**src/rtl/div_16x8_seq.sv**
```systemverilog
// ---------------------------------------------------------------------------
// div_16x8_seq
//
// Sequential unsigned restoring divider (16-bit dividend, 8-bit divisor).
// Produces the exact quotient and remainder, one quotient bit per clock,
// behind valid/ready handshakes on both the input and the output side.
// Used to recover operands from multiplier products and to score the
// multiplier's approximation error on-chip.
//
// Optional feature macro: DIV_EARLY_EXIT_EN
//   When defined, an operation whose dividend is smaller than a nonzero
//   divisor skips CALC and completes in one edge (quotient 0, remainder =
//   dividend). Results are bit-identical with or without it; only the
//   latency differs.
//
// Ports
//   clk          in   1   single clock, all logic on the rising edge
//   rst_n        in   1   synchronous active-low reset
//   in_valid     in   1   dividend/divisor presented
//   in_ready     out  1   high only in IDLE
//   dividend     in   16  unsigned dividend
//   divisor      in   8   unsigned divisor
//   out_valid    out  1   result available (DONE)
//   out_ready    in   1   consumer accepts result
//   quotient     out  16  unsigned quotient, registered
//   remainder    out  8   unsigned remainder, registered
//   div_by_zero  out  1   divisor was zero for this result
//
// FSM states
//   state | meaning
//   ------+--------------------------------------------------------------
//   IDLE  | waiting for operands; in_ready=1, counter and partial rem clear
//   CALC  | one restoring iteration per edge, 16 edges in total
//   DONE  | result presented on out_valid until out_ready
// ---------------------------------------------------------------------------
module div_16x8_seq #(
    parameter int DIVIDEND_W = 16,
    parameter int DIVISOR_W  = 8
) (
    input  logic                  clk,
    input  logic                  rst_n,
    input  logic                  in_valid,
    output logic                  in_ready,
    input  logic [DIVIDEND_W-1:0] dividend,
    input  logic [DIVISOR_W-1:0]  divisor,
    output logic                  out_valid,
    input  logic                  out_ready,
    output logic [DIVIDEND_W-1:0] quotient,
    output logic [DIVISOR_W-1:0]  remainder,
    output logic                  div_by_zero
);

    localparam int CNT_W = $clog2(DIVIDEND_W) + 1;
    localparam logic [CNT_W-1:0] LAST_CNT = CNT_W'(DIVIDEND_W - 1);

    typedef enum logic [1:0] {
        IDLE = 2'd0,
        CALC = 2'd1,
        DONE = 2'd2
    } state_t;

    state_t state_q, state_d;

    logic [DIVISOR_W-1:0]  divisor_q;
    // Dividend shifts out of the MSB while quotient bits shift into the LSB,
    // so after the last iteration this register holds the quotient.
    logic [DIVIDEND_W-1:0] dvd_q;
    // The partial remainder is always below the divisor after an iteration,
    // so only the shifted compare value needs the extra ninth bit.
    logic [DIVISOR_W-1:0]  pr_q;
    logic [CNT_W-1:0]      cnt_q;

    logic [DIVISOR_W:0]    pr_shift;
    logic                  q_bit;
    logic [DIVISOR_W-1:0]  pr_step;
    logic [DIVIDEND_W-1:0] dvd_step;
    logic                  last_iter;
    logic                  divisor_zero;
    logic                  early_exit;

    // ---------------------------------------------------------------------
    // One restoring iteration
    // ---------------------------------------------------------------------
    always_comb begin
        pr_shift  = {pr_q, dvd_q[DIVIDEND_W-1]};
        q_bit     = (pr_shift >= {1'b0, divisor_q});
        // When no subtraction happens pr_shift < divisor, so its top bit is 0
        // and dropping it is lossless.
        pr_step   = q_bit ? DIVISOR_W'(pr_shift - {1'b0, divisor_q})
                          : pr_shift[DIVISOR_W-1:0];
        dvd_step  = {dvd_q[DIVIDEND_W-2:0], q_bit};
        last_iter = (cnt_q == LAST_CNT);
    end

    assign divisor_zero = (divisor == '0);

`ifdef DIV_EARLY_EXIT_EN
    assign early_exit = !divisor_zero &&
                        (dividend < {{(DIVIDEND_W-DIVISOR_W){1'b0}}, divisor});
`else
    assign early_exit = 1'b0;
`endif

    // ---------------------------------------------------------------------
    // FSM
    // ---------------------------------------------------------------------
    always_ff @(posedge clk) begin
        if (!rst_n) begin
            state_q <= IDLE;
        end else begin
            state_q <= state_d;
        end
    end

    always_comb begin
        state_d = state_q;
        case (state_q)
            IDLE: begin
                if (in_valid) begin
                    if (divisor_zero || early_exit) begin
                        state_d = DONE;
                    end else begin
                        state_d = CALC;
                    end
                end
            end
            CALC: begin
                if (last_iter) begin
                    state_d = DONE;
                end
            end
            DONE: begin
                if (out_ready) begin
                    state_d = IDLE;
                end
            end
            default: state_d = IDLE;
        endcase
    end

    assign in_ready  = (state_q == IDLE);
    assign out_valid = (state_q == DONE);

    // ---------------------------------------------------------------------
    // Datapath and result registers
    // ---------------------------------------------------------------------
    always_ff @(posedge clk) begin
        if (!rst_n) begin
            divisor_q   <= '0;
            dvd_q       <= '0;
            pr_q        <= '0;
            cnt_q       <= '0;
            quotient    <= '0;
            remainder   <= '0;
            div_by_zero <= 1'b0;
        end else begin
            case (state_q)
                IDLE: begin
                    pr_q  <= '0;
                    cnt_q <= '0;
                    if (in_valid) begin
                        divisor_q <= divisor;
                        dvd_q     <= dividend;
                        if (divisor_zero) begin
                            quotient    <= '1;
                            remainder   <= dividend[DIVISOR_W-1:0];
                            div_by_zero <= 1'b1;
                        end else if (early_exit) begin
                            quotient    <= '0;
                            remainder   <= dividend[DIVISOR_W-1:0];
                            div_by_zero <= 1'b0;
                        end
                    end
                end
                CALC: begin
                    pr_q  <= pr_step;
                    dvd_q <= dvd_step;
                    // Counter stops at the last iteration; IDLE clears it.
                    if (!last_iter) begin
                        cnt_q <= cnt_q + CNT_W'(1);
                    end else begin
                        quotient    <= dvd_step;
                        remainder   <= pr_step;
                        div_by_zero <= 1'b0;
                    end
                end
                default: begin
                end
            endcase
        end
    end

endmodule

```
**config.mk**
```make
export PLATFORM = sky130hd
export DESIGN_NAME = div_16x8_seq
export DESIGN_NICKNAME = d
export VERILOG_FILES = /design/src/rtl/div_16x8_seq.sv
export SDC_FILE = /design/constraint.sdc
export NUM_CORES = 1
export LEC_CHECK = 0
export CAP_MARGIN = 0
export CORE_ASPECT_RATIO = 0.7
export CORE_MARGIN = 2
export CORE_UTILIZATION = 40
export DETAILED_ROUTE_END_ITERATION = 8
export HOLD_SLACK_MARGIN = 0.1
export SYNTH_ARGS = -nofsm -noshare
export SYNTH_HDL_FRONTEND = slang
export SYNTH_SLANG_ARGS = --single-unit
```
**constraint.sdc**
```tcl
create_clock -name clk -period 1.95 [get_ports clk]
set_input_delay 0.585 -clock clk [delete_from_list [all_inputs] [get_ports clk]]
set_output_delay 0.585 -clock clk [all_outputs]
set_load 0.02 [all_outputs]
```
==> impl_metrics.tcl <==
set metrics [dict create \
    status "finished, violations left" \
    violations "negative setup slack" \
    grt_usage_pct 19.9 \
    synth_compound_area_share_pct 20.7 \
    cts_max_level 3 \
    coreArea_sq_um 8410 \
    synth.area.top_cells "dfxtp_1 37%, nand2_1 7.8%, nor3b_2 5.5%, ha_1 3.6%, a31oi_1 3.3%" \
    drv_cap 0 \
    cts_hold_buf 0 \
    row_count 28 \
    drc 0 \
    worst_slew_pin_slew_ns 0.308 \
    path_cells "ha_4, inv_2, fa_2, a211oi_2, nor2_2, mux2i_1, a31oi_1, o2111ai_1, nand2_1" \
    clk_pin_slew_worst_paths_ns 0.05 \
    cts_inserted_buffers 9 \
    grt_pass1_wl_um 14200 \
    synth.area.mux_share_pct 1.53 \
    die_w_um 115 \
    clk-insertion-delay-late_ns 0.34 \
    dieArea_sq_um 9360 \
    cp.buffers_inverters 1 \
    hold_viol 0 \
    worst_slack_ns -0.0684 \
    grt_max_degree 41 \
    first_pass_iters 4 \
    layout_commonest_cell "nand2_1" \
    hold_path.class "register to register" \
    cts_tree "yes" \
    antenna_found_initial 0 \
    dp_hpwl_um 6150 \
    post-layout-total-power_mw 3.81 \
    cts_root_buf "clkbuf_16" \
    fill_cells 754 \
    period_share_pct 104 \
    wl_per_cell_um 15.0 \
    syn2layout_area_growth_pct 41.5 \
    synth_area_sq_um 3440 \
    regArea_sq_um 1290 \
    clock_path_buffers 2 \
    cpPeakStageDelay_ns 0.41 \
    synthFlopType "dfxtp_1" \
    fin_crit_ns 2.02 \
    syn_nets 430 \
    gp_congestion 0.834 \
    nets 522 \
    vias 3063 \
    setup_viol 2 \
    synthAdderAreaFrac_pct 4.22 \
    ys_seq_area_share_pct 37.3 \
    wirelength_um 8820 \
    setup.worst_path.end_class "register" \
    ant_nets 0 \
    synth_edf_count 0 \
    drt_iter0_drc 175 \
    ys_async_sr_fraction_pct 0 \
    synth_top_area_share_pct 37.3 \
    slew_headroom_pct 79.4 \
    synth_top_family_by_area "simple AND/OR/NAND/NOR gates" \
    dp_slack_ns -0.555 \
    cp_top_family "compound AO/OA/AOI/OAI gates" \
    fmax_mhz 495 \
    yosys.area_share.xor_xnor_pct 0.764 \
    final_max_slew_viol_count 0 \
    grt-ovfl-total 0 \
    power.leakage_nw 2.02 \
    synth.distinct_cells 53 \
    synth-simple-area-share_pct 29.2 \
    die_h_um 81.6 \
    final_util_pct 57.8 \
    syn_area_per_cell_sq_um 8.79 \
    viasPerCell 5.20 \
    first_global_vias 2943 \
    initial_core_util_pct 40.9 \
    ys_warn_count 0 \
    placed_area_sq_um 4350 \
    synth_top_area_cell "dfxtp_1" \
    multi_input_area_sq_um 2130 \
    final_cell_mix "71 x nand2_1, 57 x dfxtp_1, 43 x buf_4, 40 x clkdlybuf4s50_1, 18 x a31oi_1" \
    peakVddDrop_mv 0.391 \
    crit_path_top_delay_cell "fa_2" \
    worstPathArrival_ns 2.24 \
    io_pins 55 \
    start_kind "register" \
    critPathMaxFanout 3 \
    cts_sinks 64 \
    cp.required_ns 2.18 \
    clock-skew-final_ns 0.00459 \
    drive_gt1_share_pct 33.5 \
    design_area_sq_um 4860 \
    p_per_area_nw_per_um2 783 \
    n_antenna_cell 0 \
    portBuffers 54 \
    path_class "register to register" \
    rsz0062_at_grt "yes" \
    syn_inst 391 \
    ys_seq_elements 64 \
]
logic make-up (layout without fill, tap and decap cells):
kind of cell,Yosys count,after routing
adder cells (fa/ha/maj),11,11
AND/OR/NAND/NOR,169,170
XOR/XNOR,3,3
flip-flops,64,64
AO/OA/AOI/OAI,100,100
buffers and inverters,39,131
multiplexers,5,5
final cells by class:
class / instances / share of cell area (%)
multi-input cells: 289 / 43.7
flip-flops and latches: 64 / 26.5
repair buffers: 106 / 20.9
clock buffers: 10 / 4.92
well taps: 105 / 2.70
inverters: 13 / 1.00
clock inverters: 2 / 0.206
metrics by stage:
stage          hold slack, ns  instances  setup TNS [ns]
2_1_floorplan           0.443        391               0
3_3_place_gp            0.454        568          -11.27
3_5_place_dp            0.465        568          -12.58
4_1_cts                 0.472        586               0
5_1_grt                 0.488        589          -0.443
6_report                0.466        589          -0.124
flip-flops by register name, indices dropped and copies added (netlist names):
| register | cells |
|---|---|
| cnt_q | 5 |
| dvd_q | 16 |
| remainder | 8 |
| div_by_zero | 1 |
| divisor_q | 8 |
| state_q | 2 |
| quotient | 16 |
| pr_q | 8 |
repair_timing:
item,in CTS,in global routing
buffers inserted,5,3
gates resized for setup,28,31
pin swaps,11,16
setup endpoints to repair,35,27
cloned,1,0
layer usage:
| layer | wire length, um | share of wire (%) | vias up | track usage, % |
|---|---|---|---|---|
| met5 | 0 | 0 | - | 0 |
| met3 | 418 | 4.7 | 14 | 6.49 |
| met2 | 3880 | 44 | 69 | 31.5 |
| met4 | 102 | 1.2 | 0 | 5.18 |
| li1 | - | - | 1543 | - |
| met1 | 4420 | 50 | 1437 | 26.4 |
report_power, final:
group          switching, mW  leakage [nW]  internal (mW)
logic                  0.476          1.37          0.485
clock network          0.555         0.126          0.859
registers             0.0566         0.524           1.37
worst paths after layout:
| path | startpoint | to | slack, ns | cells past startpoint |
|---|---|---|---|---|
| setup / recovery | divisor_q[0] | remainder[6] | -0.07 | 9 |
| hold / removal | divisor_q[7] | divisor_q[7] | 0.47 | 2 |
| setup reg to reg | divisor_q[0] | remainder[6] | -0.07 | 9 |
| hold reg to reg | divisor_q[7] | divisor_q[7] | 0.47 | 2 |
synth_stat cells, types with 7 or more instances:
library cell / number
nor2_2: 15
a31oi_1: 18
a21oi_1: 7
dfxtp_1: 64
nor2b_1: 13
nor2_1: 10
nor3b_2: 15
nor3_2: 8
ha_1: 10
clkbuf_1: 15
a21boi_0: 10
o21ai_0: 18
inv_1: 12
nor3_1: 15
nand2_1: 71
tightest hold or removal path, cell delays in order, from the launching register on:
cell,delay [ns]
dfxtp_1,0.31
nand2_1,0.05
a21boi_0,0.06
Power figures use the tool's default switching activity.
